## src/rtl/new_means_calc_block_pkg.sv

```systemverilog
// rtl/new_means_calc_block_pkg.sv - shared k-means widths, state encoding and coordinate slice helpers
package kmeans_pkg;

  localparam int COORD_W   = 13;
  localparam int ACC_W     = 22;
  localparam int CNT_W     = 10;
  localparam int NUM_CENT  = 8;
  localparam int NUM_COORD = 7;
  localparam int DATA_W    = NUM_COORD * COORD_W;
  localparam int IDX_W     = 3;

  localparam logic [ACC_W-1:0]   ACC_MAX   = '1;
  localparam logic [CNT_W-1:0]   CNT_MAX   = '1;
  localparam logic [COORD_W-1:0] COORD_MAX = '1;

  typedef enum logic [2:0] {
    CS_IDLE = 3'd0,
    CS_LOAD = 3'd1,
    CS_DIV  = 3'd2,
    CS_EMIT = 3'd3,
    CS_DONE = 3'd4
  } calc_state_t;

  function automatic logic [COORD_W-1:0] get_coord(input logic [DATA_W-1:0] data, input int i);
    return data[i*COORD_W +: COORD_W];
  endfunction

  function automatic logic [ACC_W-1:0] widen_coord(input logic [COORD_W-1:0] c);
    return {{(ACC_W-COORD_W){1'b0}}, c};
  endfunction

endpackage

```

## src/rtl/new_means_calc_block_if.sv

```systemverilog
// rtl/new_means_calc_block_if.sv - point input, old-centroid mux and result stream of the mean calculator
interface new_means_calc_block_if;

  logic                          point_valid;
  logic [kmeans_pkg::DATA_W-1:0] point_data;
  logic [kmeans_pkg::IDX_W-1:0]  point_cent;
  logic                          accum_reset;
  logic                          calc_start;
  logic [kmeans_pkg::DATA_W-1:0] old_centroid_in;
  logic [kmeans_pkg::DATA_W-1:0] new_centroid_out;
  logic [kmeans_pkg::IDX_W-1:0]  cent_num;
  logic                          new_centroid_valid;
  logic                          calc_done;
  logic                          busy;
  logic                          sat_flag;

  modport slave (
    input  point_valid, point_data, point_cent, accum_reset, calc_start, old_centroid_in,
    output new_centroid_out, cent_num, new_centroid_valid, calc_done, busy, sat_flag
  );

  modport master (
    output point_valid, point_data, point_cent, accum_reset, calc_start, old_centroid_in,
    input  new_centroid_out, cent_num, new_centroid_valid, calc_done, busy, sat_flag
  );

endinterface

```

## src/rtl/new_means_calc_block_divider.sv

```systemverilog
// rtl/new_means_calc_block_divider.sv - 22-bit by 10-bit restoring divider, one quotient bit per cycle
module kmeans_coord_divider
  import kmeans_pkg::*;
(
  input  logic               clk,
  input  logic               rst_n,
  input  logic               start_i,
  input  logic [ACC_W-1:0]   dividend_i,
  input  logic [CNT_W-1:0]   divisor_i,
  output logic               done_o,
  output logic [COORD_W-1:0] quot_o,
  output logic               clamp_o
);

  localparam logic [4:0] LAST_ITER = 5'(ACC_W - 1);

  logic             busy_q;
  logic [4:0]       iter_q;
  logic [ACC_W-1:0] quo_q, quo_d;
  logic [CNT_W-1:0] rem_q, rem_d;
  logic [CNT_W-1:0] dvs_q;
  logic [CNT_W:0]   rem_trial;
  logic             take;

  // The remainder stays below the divisor, so the trial difference is either
  // a valid remainder or wraps with its top bit set (no restore needed then).
  always_comb begin
    rem_trial = {rem_q, quo_q[ACC_W-1]} - {1'b0, dvs_q};
    take      = ~rem_trial[CNT_W];
    rem_d     = take ? rem_trial[CNT_W-1:0] : {rem_q[CNT_W-2:0], quo_q[ACC_W-1]};
    quo_d     = {quo_q[ACC_W-2:0], take};
  end

  assign done_o  = busy_q && (iter_q == LAST_ITER);
  assign clamp_o = |quo_d[ACC_W-1:COORD_W];
  assign quot_o  = clamp_o ? COORD_MAX : quo_d[COORD_W-1:0];

  always_ff @(posedge clk or negedge rst_n) begin
    if (!rst_n) begin
      busy_q <= 1'b0;
      iter_q <= '0;
      quo_q  <= '0;
      rem_q  <= '0;
      dvs_q  <= '0;
    end else if (start_i) begin
      busy_q <= 1'b1;
      iter_q <= '0;
      quo_q  <= dividend_i;
      rem_q  <= '0;
      dvs_q  <= divisor_i;
    end else if (busy_q) begin
      quo_q  <= quo_d;
      rem_q  <= rem_d;
      iter_q <= iter_q + 5'd1;
      if (done_o) begin
        busy_q <= 1'b0;
      end
    end
  end

endmodule

```

## src/rtl/new_means_calc_block.sv

```systemverilog
// rtl/new_means_calc_block.sv - per-centroid sum/count accumulation and floor(sum/count) centroid update
module new_means_calc_block
  import kmeans_pkg::*;
(
  input  logic                   clk,
  input  logic                   rst_n,
  new_means_calc_block_if.slave  bus
);

  localparam logic [2:0] S_IDLE = CS_IDLE;
  localparam logic [2:0] S_LOAD = CS_LOAD;
  localparam logic [2:0] S_DIV  = CS_DIV;
  localparam logic [2:0] S_EMIT = CS_EMIT;
  localparam logic [2:0] S_DONE = CS_DONE;

  logic [2:0]         state_q, state_d;
  logic [IDX_W-1:0]   idx_q, idx_d;
  logic [IDX_W-1:0]   cent_num_q;
  logic [DATA_W-1:0]  out_q;
  logic               valid_q, done_q;
  logic               sat_q, sat_d;

  logic [ACC_W-1:0]   sum_q [NUM_CENT][NUM_COORD];
  logic [CNT_W-1:0]   cnt_q [NUM_CENT];

  logic               accept_pt, clear_acc;
  logic [ACC_W:0]     add_raw [NUM_COORD];
  logic [ACC_W-1:0]   add_sum [NUM_COORD];
  logic               add_sat;
  logic [CNT_W-1:0]   cnt_base;
  logic               cnt_full;

  logic               div_start;
  logic               div_finish;
  logic [NUM_COORD-1:0] div_done, div_clamp;
  logic [COORD_W-1:0] div_quot [NUM_COORD];
  logic [DATA_W-1:0]  quot_packed;

  assign accept_pt  = (state_q == S_IDLE) && bus.point_valid;
  assign clear_acc  = (state_q == S_IDLE) && bus.accum_reset;
  assign div_finish = (state_q == S_DIV) && (&div_done);

  // A clear in the same cycle as a point makes the point the first entry,
  // so the adders see zero instead of the stored totals.
  always_comb begin
    add_sat  = 1'b0;
    cnt_base = clear_acc ? '0 : cnt_q[bus.point_cent];
    cnt_full = (cnt_base == CNT_MAX);
    for (int i = 0; i < NUM_COORD; i++) begin
      add_raw[i] = {1'b0, (clear_acc ? '0 : sum_q[bus.point_cent][i])}
                 + {1'b0, widen_coord(get_coord(bus.point_data, i))};
      add_sum[i] = add_raw[i][ACC_W] ? ACC_MAX : add_raw[i][ACC_W-1:0];
      add_sat    = add_sat | add_raw[i][ACC_W];
    end
  end

  always_ff @(posedge clk or negedge rst_n) begin
    if (!rst_n) begin
      for (int k = 0; k < NUM_CENT; k++) begin
        cnt_q[k] <= '0;
        for (int i = 0; i < NUM_COORD; i++) begin
          sum_q[k][i] <= '0;
        end
      end
    end else begin
      if (clear_acc) begin
        for (int k = 0; k < NUM_CENT; k++) begin
          cnt_q[k] <= '0;
          for (int i = 0; i < NUM_COORD; i++) begin
            sum_q[k][i] <= '0;
          end
        end
      end
      if (accept_pt) begin
        cnt_q[bus.point_cent] <= cnt_full ? cnt_base : cnt_base + CNT_W'(1);
        for (int i = 0; i < NUM_COORD; i++) begin
          sum_q[bus.point_cent][i] <= add_sum[i];
        end
      end
    end
  end

  always_comb begin
    sat_d = sat_q;
    if (clear_acc) begin
      sat_d = 1'b0;
    end
    if (accept_pt && (add_sat || cnt_full)) begin
      sat_d = 1'b1;
    end
    if (div_finish && (|div_clamp)) begin
      sat_d = 1'b1;
    end
  end

  always_comb begin
    state_d   = state_q;
    idx_d     = idx_q;
    div_start = 1'b0;
    case (state_q)
      S_IDLE: begin
        if (bus.calc_start) begin
          state_d = S_LOAD;
          idx_d   = '0;
        end
      end
      S_LOAD: begin
        if (cnt_q[idx_q] == '0) begin
          state_d = S_EMIT;
        end else begin
          state_d   = S_DIV;
          div_start = 1'b1;
        end
      end
      S_DIV: begin
        if (&div_done) begin
          state_d = S_EMIT;
        end
      end
      S_EMIT: begin
        if (idx_q == IDX_W'(NUM_CENT - 1)) begin
          state_d = S_DONE;
        end else begin
          idx_d   = idx_q + 3'd1;
          state_d = S_LOAD;
        end
      end
      S_DONE:  state_d = S_IDLE;
      default: state_d = S_IDLE;
    endcase
  end

  // cent_num leads into LOAD so the external mux presents the old centroid
  // of the cluster being loaded.
  always_ff @(posedge clk or negedge rst_n) begin
    if (!rst_n) begin
      state_q    <= S_IDLE;
      idx_q      <= '0;
      cent_num_q <= '0;
      out_q      <= '0;
      valid_q    <= 1'b0;
      done_q     <= 1'b0;
      sat_q      <= 1'b0;
    end else begin
      state_q <= state_d;
      idx_q   <= idx_d;
      valid_q <= (state_d == S_EMIT);
      done_q  <= (state_d == S_DONE);
      sat_q   <= sat_d;
      if (state_d == S_LOAD) begin
        cent_num_q <= idx_d;
      end
      if ((state_q == S_LOAD) && (cnt_q[idx_q] == '0)) begin
        out_q <= bus.old_centroid_in;
      end else if (div_finish) begin
        out_q <= quot_packed;
      end
    end
  end

  for (genvar g = 0; g < NUM_COORD; g++) begin : g_div
    kmeans_coord_divider u_div (
      .clk        (clk),
      .rst_n      (rst_n),
      .start_i    (div_start),
      .dividend_i (sum_q[idx_q][g]),
      .divisor_i  (cnt_q[idx_q]),
      .done_o     (div_done[g]),
      .quot_o     (div_quot[g]),
      .clamp_o    (div_clamp[g])
    );
    assign quot_packed[g*COORD_W +: COORD_W] = div_quot[g];
  end

  assign bus.new_centroid_out   = out_q;
  assign bus.cent_num           = cent_num_q;
  assign bus.new_centroid_valid = valid_q;
  assign bus.calc_done          = done_q;
  assign bus.busy               = (state_q != S_IDLE);
  assign bus.sat_flag           = sat_q;

endmodule
```

## src/flat_wrapper.sv

```systemverilog
// flat-port wrapper written by rule: the top's interface ports become plain ports
module new_means_calc_block_flat import kmeans_pkg::*;
  (clk, rst_n, bus_point_valid, bus_point_data, bus_point_cent, bus_accum_reset, bus_calc_start, bus_old_centroid_in, bus_new_centroid_out, bus_cent_num, bus_new_centroid_valid, bus_calc_done, bus_busy, bus_sat_flag);
  new_means_calc_block_if bus_i ();
  input  logic clk;
  input  logic rst_n;
  input wire logic [$bits(bus_i.point_valid)-1:0] bus_point_valid;
  input wire logic [$bits(bus_i.point_data)-1:0] bus_point_data;
  input wire logic [$bits(bus_i.point_cent)-1:0] bus_point_cent;
  input wire logic [$bits(bus_i.accum_reset)-1:0] bus_accum_reset;
  input wire logic [$bits(bus_i.calc_start)-1:0] bus_calc_start;
  input wire logic [$bits(bus_i.old_centroid_in)-1:0] bus_old_centroid_in;
  output wire logic [$bits(bus_i.new_centroid_out)-1:0] bus_new_centroid_out;
  output wire logic [$bits(bus_i.cent_num)-1:0] bus_cent_num;
  output wire logic [$bits(bus_i.new_centroid_valid)-1:0] bus_new_centroid_valid;
  output wire logic [$bits(bus_i.calc_done)-1:0] bus_calc_done;
  output wire logic [$bits(bus_i.busy)-1:0] bus_busy;
  output wire logic [$bits(bus_i.sat_flag)-1:0] bus_sat_flag;
  assign bus_i.point_valid = bus_point_valid;
  assign bus_i.point_data = bus_point_data;
  assign bus_i.point_cent = bus_point_cent;
  assign bus_i.accum_reset = bus_accum_reset;
  assign bus_i.calc_start = bus_calc_start;
  assign bus_i.old_centroid_in = bus_old_centroid_in;
  assign bus_new_centroid_out = bus_i.new_centroid_out;
  assign bus_cent_num = bus_i.cent_num;
  assign bus_new_centroid_valid = bus_i.new_centroid_valid;
  assign bus_calc_done = bus_i.calc_done;
  assign bus_busy = bus_i.busy;
  assign bus_sat_flag = bus_i.sat_flag;
  new_means_calc_block u_core (.clk(clk), .rst_n(rst_n), .bus(bus_i));
endmodule
```

## config.mk

```make
export PLATFORM = sky130hd
export DESIGN_NAME = new_means_calc_block_flat
export DESIGN_NICKNAME = d
export VERILOG_FILES = /design/src/rtl/new_means_calc_block_pkg.sv /design/src/rtl/new_means_calc_block_if.sv /design/src/rtl/new_means_calc_block_divider.sv /design/src/rtl/new_means_calc_block.sv /design/src/flat_wrapper.sv
export SDC_FILE = /design/constraint.sdc
export NUM_CORES = 2
export LEC_CHECK = 0
export CAP_MARGIN = 20
export CORE_MARGIN = 1.5
export CORE_UTILIZATION = 63
export CTS_CLUSTER_DIAMETER = 50
export CTS_CLUSTER_SIZE = 40
export DETAILED_ROUTE_END_ITERATION = 7
export GPL_ROUTABILITY_DRIVEN = 0
export PLACE_DENSITY = 0.86
export SLEW_MARGIN = 0
export SYNTH_ARGS = -nofsm -noshare
export SYNTH_HDL_FRONTEND = slang
export SYNTH_HIERARCHICAL = 1
export SYNTH_SLANG_ARGS = --single-unit
export TNS_END_PERCENT = 50
```

## constraint.sdc

```tcl
create_clock -name clk -period 6.8 [get_ports clk]
set_clock_uncertainty 0.05 [all_clocks]
set_input_delay 0.68 -clock clk [delete_from_list [all_inputs] [get_ports clk]]
set_output_delay 0.68 -clock clk [all_outputs]
set_load 0.02 [all_outputs]
```

# Word-level counts from Yosys, hierarchy flattened
# Cells that the tools add are included.
[totals]
reg_bits = 1691
in_bits = 190
out_inout_bits = 98
wordCells = 340
[classes]
add_sub_neg = 23
magnitude_cmp = 3
n_eq_ne = 15
muxes = 148
n_bitwise = 15
reduce_logical = 36
[ops]
columns = ["op", "n"]
rows = [
  ["1232-bit bitwise mux", 7],
  ["154-bit demux with 3-bit select", 7],
  ["1232-bit two-way mux", 2],
  ["154-bit binary-select mux with 3-bit select", 2],
  ["154-bit two-way mux", 5],
  ["22-bit two-way mux", 29],
  ["10-bit two-way mux", 28],
  ["91-bit two-way mux", 2],
  ["22-bit by 13-bit adder with 23-bit output", 7],
  ["80-bit two-way mux", 2],
  ["132-bit two-way mux", 1],
  ["110-bit two-way mux", 1],
  ["13-bit two-way mux", 7],
  ["88-bit two-way mux", 1],
  ["80-bit bitwise mux", 1],
  ["11-bit by 10-bit subtractor with 11-bit output", 7],
  ["5-bit two-way mux", 14],
  ["66-bit two-way mux", 1],
  ["63-bit OR reduction", 1],
  ["9-bit OR reduction", 7],
  ["10-bit binary-select mux with 3-bit select", 2],
  ["44-bit two-way mux", 1],
  ["5-bit by 1-bit adder with 5-bit output (second input constant)", 7],
  ["5-bit == test (second input constant)", 7],
  ["other kinds (23)", 91],
]

# Logic depth before layout (Yosys ltp)
[depth]
ltp_word = 16
ltp_mapped = 26
depth_no_buf = 16

# By module
# Netlist, hierarchy kept.
[modules_own_cells]
columns = ["mod", "instances", "cells_per_inst", "area_per_inst_um2", "seq_area_each_um2"]
rows = [
  ["new_means_calc_block", 1, 7747, 78546.6, 35409.0],
  ["kmeans_coord_divider (u_core.g_div[0].u_div ...)", 6, 304, 2866.5, 1201.2],
  ["kmeans_coord_divider (u_core.g_div[2].u_div)", 1, 304, 2846.5, 1201.2],
]

# Least setup slack after synthesis
# OpenSTA, ideal clock, no wires.
[synth_path]
path_type = "input port to flip-flop"
from = "in bus_point_cent[0]"
to = "reg u_core/sum_q[415] (netlist bit)"
setup_ps = 135
t_arrival_ps = 5493
required_ps = 6615
slack_ps = 1122
stages = 22
n_path_buf = 8
path_cell_list = "buf_6 buf_6 buf_6 buf_6 buf_6 buf_2 buf_2 buf_1 mux2_2 a221oi_1 nor2_1 a221oi_1 nor2_1 fa_1 a21oi_1 o32ai_1 o41a_1 o311ai_1 a2111oi_4 or4b_1 nand2_1 o21ai_0"
[synth_via]
elab_chain_len = 15
word_cells_on_any_way = 44
classes_between = "add/sub: 7; order compare: 2; mux: 33; bitwise: 1; reduce/logical: 1"
[synth_rtl]
columns = ["item", "line_no", "rtl"]
rows = [
  ["from (decl)", "flat_wrapper.sv:9", "input wire logic [$bits(bus_i.point_cent)-1:0] bus_point_cent;"],
  ["3-bit NOT with 4-bit output (implied by the code) (*)", "new_means_calc_block.sv:50, new_means_calc_block.sv:77", ""],
  ["154-bit binary-select mux with 3-bit select", "new_means_calc_block.sv:50", "add_raw[i] = {1'b0, (clear_acc ? '0 : sum_q[bus.point_cent][i])}"],
  ["154-bit two-way mux (implied by the code) (2 in a row)", "new_means_calc_block.sv:50", ""],
  ["22-bit two-way mux", "new_means_calc_block.sv:50", ""],
  ["22-bit by 13-bit adder with 23-bit output", "new_means_calc_block.sv:51", "+ {1'b0, widen_coord(get_coord(bus.point_data, i))};"],
  ["22-bit two-way mux", "new_means_calc_block.sv:52", "add_sum[i] = add_raw[i][ACC_W] ? ACC_MAX : add_raw[i][ACC_W-1:0];"],
  ["1232-bit bitwise mux (6 in a row)", "new_means_calc_block.sv:77", "sum_q[bus.point_cent][i] <= add_sum[i];"],
  ["1232-bit bitwise mux (*)", "new_means_calc_block.sv:77", ""],
  ["1232-bit two-way mux (*)", "new_means_calc_block.sv:74", "if (accept_pt) begin"],
  ["to (signal, indexed assignment)", "new_means_calc_block.sv:77", ""],
  ["to (decl)", "new_means_calc_block.sv:23", "logic [ACC_W-1:0] sum_q [NUM_CENT][NUM_COORD];"],
]
# Mark *: on every way between the ends. The rest lies on a longest branch, timed or not. The select of a mux whose other input is x is not followed.
# A chain may end at the register's enable or synchronous reset.

# Worst setup path in the final report
[layout_path]
from = "in bus_point_cent[0]"
to = "reg u_core/sum_q[283] (netlist bit)"
# The elaborated chain is that of the path after synthesis.

==> results.md <==
* Status: finished, violations left
* Violated checks: DRC
* Area Growth Syn to Fin at 9.61%
* Crit path from: bus_point_cent[0]
* Metal2 WL at 141000 µm
* IO buf count at 287
* Final worst path period need at 5.70 ns
* WP buf/inv at 2
* Stages on the worst setup path at 13
* Fin Hold WS at about 0.4 ns
* Syn nets at between 10000 and 15000
* Synth unique cells at 123
* Initial drt markers at 14800
* First-pass GRT wire length at 504000 µm
* RR Endpoint: u_core/sum_q[1065]
* Final Max Slew Viols at 0
* Clock-pin slew on the worst setup and hold paths at 0.07 ns
* Synth top area share at 0.444
* Max clock buf depth at 3
* Synth area leaders: dfrtp_1, mux4_2, o21ai_0
* Synthesized cell area at 0.0986 mm²
* Die width at between 300 and 400 µm
* Clk_lat worst skew at 0.86 ns
* Sequential element share of the synthesized area at 0.444
* Period utilization at 0.838
* Endpoints failing setup at 0
* Pre-Repair DR Iteration Count at 8
* Commonest cells post-synth: dfrtp_1, o21ai_0, nand3_1
* CP Data Required Time at between 7 and 8 ns
* Syn Inst Count at 9875
* Post-synth EDFFs at 0
* Post-detail-place hpwl at 208000 µm
* CP max stage cell: and3_4
* Gr ovfl total at 0
* Critical path's largest stage delay at 0.81 ns
* Placed Area at 0.103 mm²
* Family with the most delay on the worst path: compound AO/OA/AOI/OAI gates
* Avg WL per Cell at ~28 µm
* Die ar. at 0.159 mm²
* Crit path max fanout at 62
* Setup WS post-layout at 1.10 ns
* Worst setup path end: u_core/sum_q[283]
* Worst r2r src: u_core/state_q[0]
* Worst Reg-to-Reg Cells at 13
* Row count at 144
* Cts repair resizes at 0
* Crit. End Element: flop
* Final setup TNS at 0 ns
* Unrepaired setup endpoints after global routing: no
* Final Cell Area at ~0.11 mm²
* Worst path cell trace: buf_8, and3_4, buf_4, a22oi_1, a41oi_1, ha_1, a2111oi_0, o21ai_0, a32o_1, o41a_1, and3_4, a21oi_1, o21ai_0
* H-tree depth at 4
* Number of fill cells at 10400
* Syn. warnings at 6
* Synthesized flop and latch total at around 1800
* Initial core utilization at 0.637
* Crit path DAT at 6.31 ns
* Vias in the first global route at 86300
* Final net count at about 10000
* Achievable Freq at 175 MHz
* Top Metal Used: met5
* PD cells at 398 mW/mm²
* Max IR drop VDD at roughly 0.30 mV
* FFs w/ async S/R, synth at 1.00
* Post-Syn Area per Cell at 9.98 µm²
* CTS tree: built
* CTS root buf: clkbuf_16
* Core box area at 0.155 mm²
* Top_reg_cell synth: dfrtp_1
* Max cap viols at 0
* Synth area leader: dfrtp_1
* Critical Path Start Type: input port
* Hold crit path type: in2reg
* Met3 wire len at 51400 µm
* Pre-CTS WS at 0.611 ns
* Most common cell in the netlist: dfrtp_1
* Met1 wire length at 112000 µm
* Worst hold path depth at 3
* R2R setup slack at about 1.3 ns
* Inserted Clock Buffers at 148
* Final WL at 331000 µm
* Pleak at roughly 0.046 µW
* Vias at 87800
* Post-route ant nets at 0
* CTS sink cnt at between 1500 and 2000
* Tot Pwr at 43000 µW
* DRC viols at between 40 and 50
* Slew headroom at 0.171
* # IOs at 288
* Via-per-instance ratio at ~7.4
* Share of cells above drive strength 1 at 0.145
* Gr usage total at 0.411
* Largest net degree at the start of global routing at roughly 190
* CP Class: in2reg
* Slew @ Worst Pin at 1.24 ns
* Initial antenna violation count at 25
* Final hold vios at 0
* Die Ht at between 300 and 400 µm
-- final cells by class --
cell class / instances / area [µm²] / area share
multi-input cells: 7055 / 50500 / 0.467
flip-flops and latches: 1751 / 43800 / 0.406
repair buffers: 520 / 5210 / 0.0482
clock buffers: 164 / 3980 / 0.0369
well taps: 2044 / 2560 / 0.0237
clock inverters: 107 / 1370 / 0.0127
inverters: 168 / 632 / 0.00585
diodes: 9 / 22.5 / 0.000208
-- per-layer routing --
metal,GRT usage,vias up
met5,0,-
met4,0.282,30
met3,0.164,1862
met2,0.592,7269
met1,0.507,42400
li1,-,36200
-- cell families after synthesis --
family,Yosys count,synth area share
flip-flops,1751,0.444
AO/OA/AOI/OAI,2854,0.178
AND/OR/NAND/NOR,2893,0.143
adder cells (fa/ha/maj),191,0.0253
buffers and inverters,1069,0.0459
XOR/XNOR,167,0.0148
multiplexers,950,0.148
-- worst min-delay path, delay by kind of cell --
family / cells / cell delay [ns]
buffers and inverters: 1 / 0.46
and+or+nand+nor: 1 / 0.05
AOI/OAI and AO/OA: 1 / 0.07
-- worst min path at each step --
stage | start | endpoint | slack [ns]
2_1_floorplan | rst_n | u_core/bus.calc_done | 0.33
3_3_place_gp | u_core/bus.new_centroid_out[48] | u_core/bus.new_centroid_out[48] | 0.41
3_5_place_dp | u_core/bus.new_centroid_out[52] | u_core/bus.new_centroid_out[52] | 0.42
4_1_cts | bus_old_centroid_in[49] | u_core/bus.new_centroid_out[49] | 0.39
5_1_grt | bus_old_centroid_in[14] | u_core/bus.new_centroid_out[14] | 0.41
6_report | bus_old_centroid_in[15] | u_core/bus.new_centroid_out[15] | 0.41
-- layout by cell type (no fill, tap or decap), drive strengths merged, types with 67 or more instances in the layout --
cell type | synthesis | final
clkdlybuf4s50 | 0 | 283
a211oi | 80 | 80
o21ai | 1547 | 1547
buf | 201 | 236
a21oi | 291 | 291
dfrtp | 1751 | 1751
nor3 | 67 | 67
xnor2 | 102 | 102
inv | 168 | 212
nor2 | 447 | 447
ha | 177 | 177
nand2 | 681 | 681
a221oi | 81 | 81
mux2i | 307 | 307
mux4 | 379 | 379
nand3 | 1279 | 1279
clkbuf | 700 | 164
mux2 | 264 | 264
or2 | 109 | 109
a22oi | 363 | 363
-- registers in the layout (all words and copies together) (netlist names) --
register                       count
u_core/g_div.u_div/busy_q          7
u_core/state_q                     3
u_core/g_div.u_div/iter_q         35
u_core/bus.cent_num                3
u_core/bus.new_centroid_out       91
u_core/g_div.u_div/rem_q          70
u_core/g_div.u_div/quo_q         154
u_core/bus.new_centroid_valid      1
u_core/bus.calc_done               1
u_core/g_div.u_div/dvs_q          70
u_core/sum_q                    1232
u_core/idx_q                       3
u_core/bus.sat_flag                1
u_core/cnt_q                      80
-- report_power, final --
part	total, µW	switching (µW)	leakage (µW)	internal (µW)
Sequential	15500	2480	0.0237	13000
Combinational	18100	11000	0.0199	7110
Clock	9430	4440	0.00259	4990
-- what timing repair did --
action	in CTS	in global routing
setup buffers	0	0
hold buffers	1	0
setup endpoints to repair	0	0
endpoints found under the hold margin	125	0
-- through the flow --
| step | std cells | util |
|---|---|---|
| after floorplan | 9875 | - |
| after global placement | 11500 | 0.662 |
| after detailed placement | 11500 | 0.663 |
| after CTS | 11800 | 0.698 |
| after global routing | 11800 | 0.698 |
| final | 11800 | 0.698 |
Power figures use the tool's default switching activity.
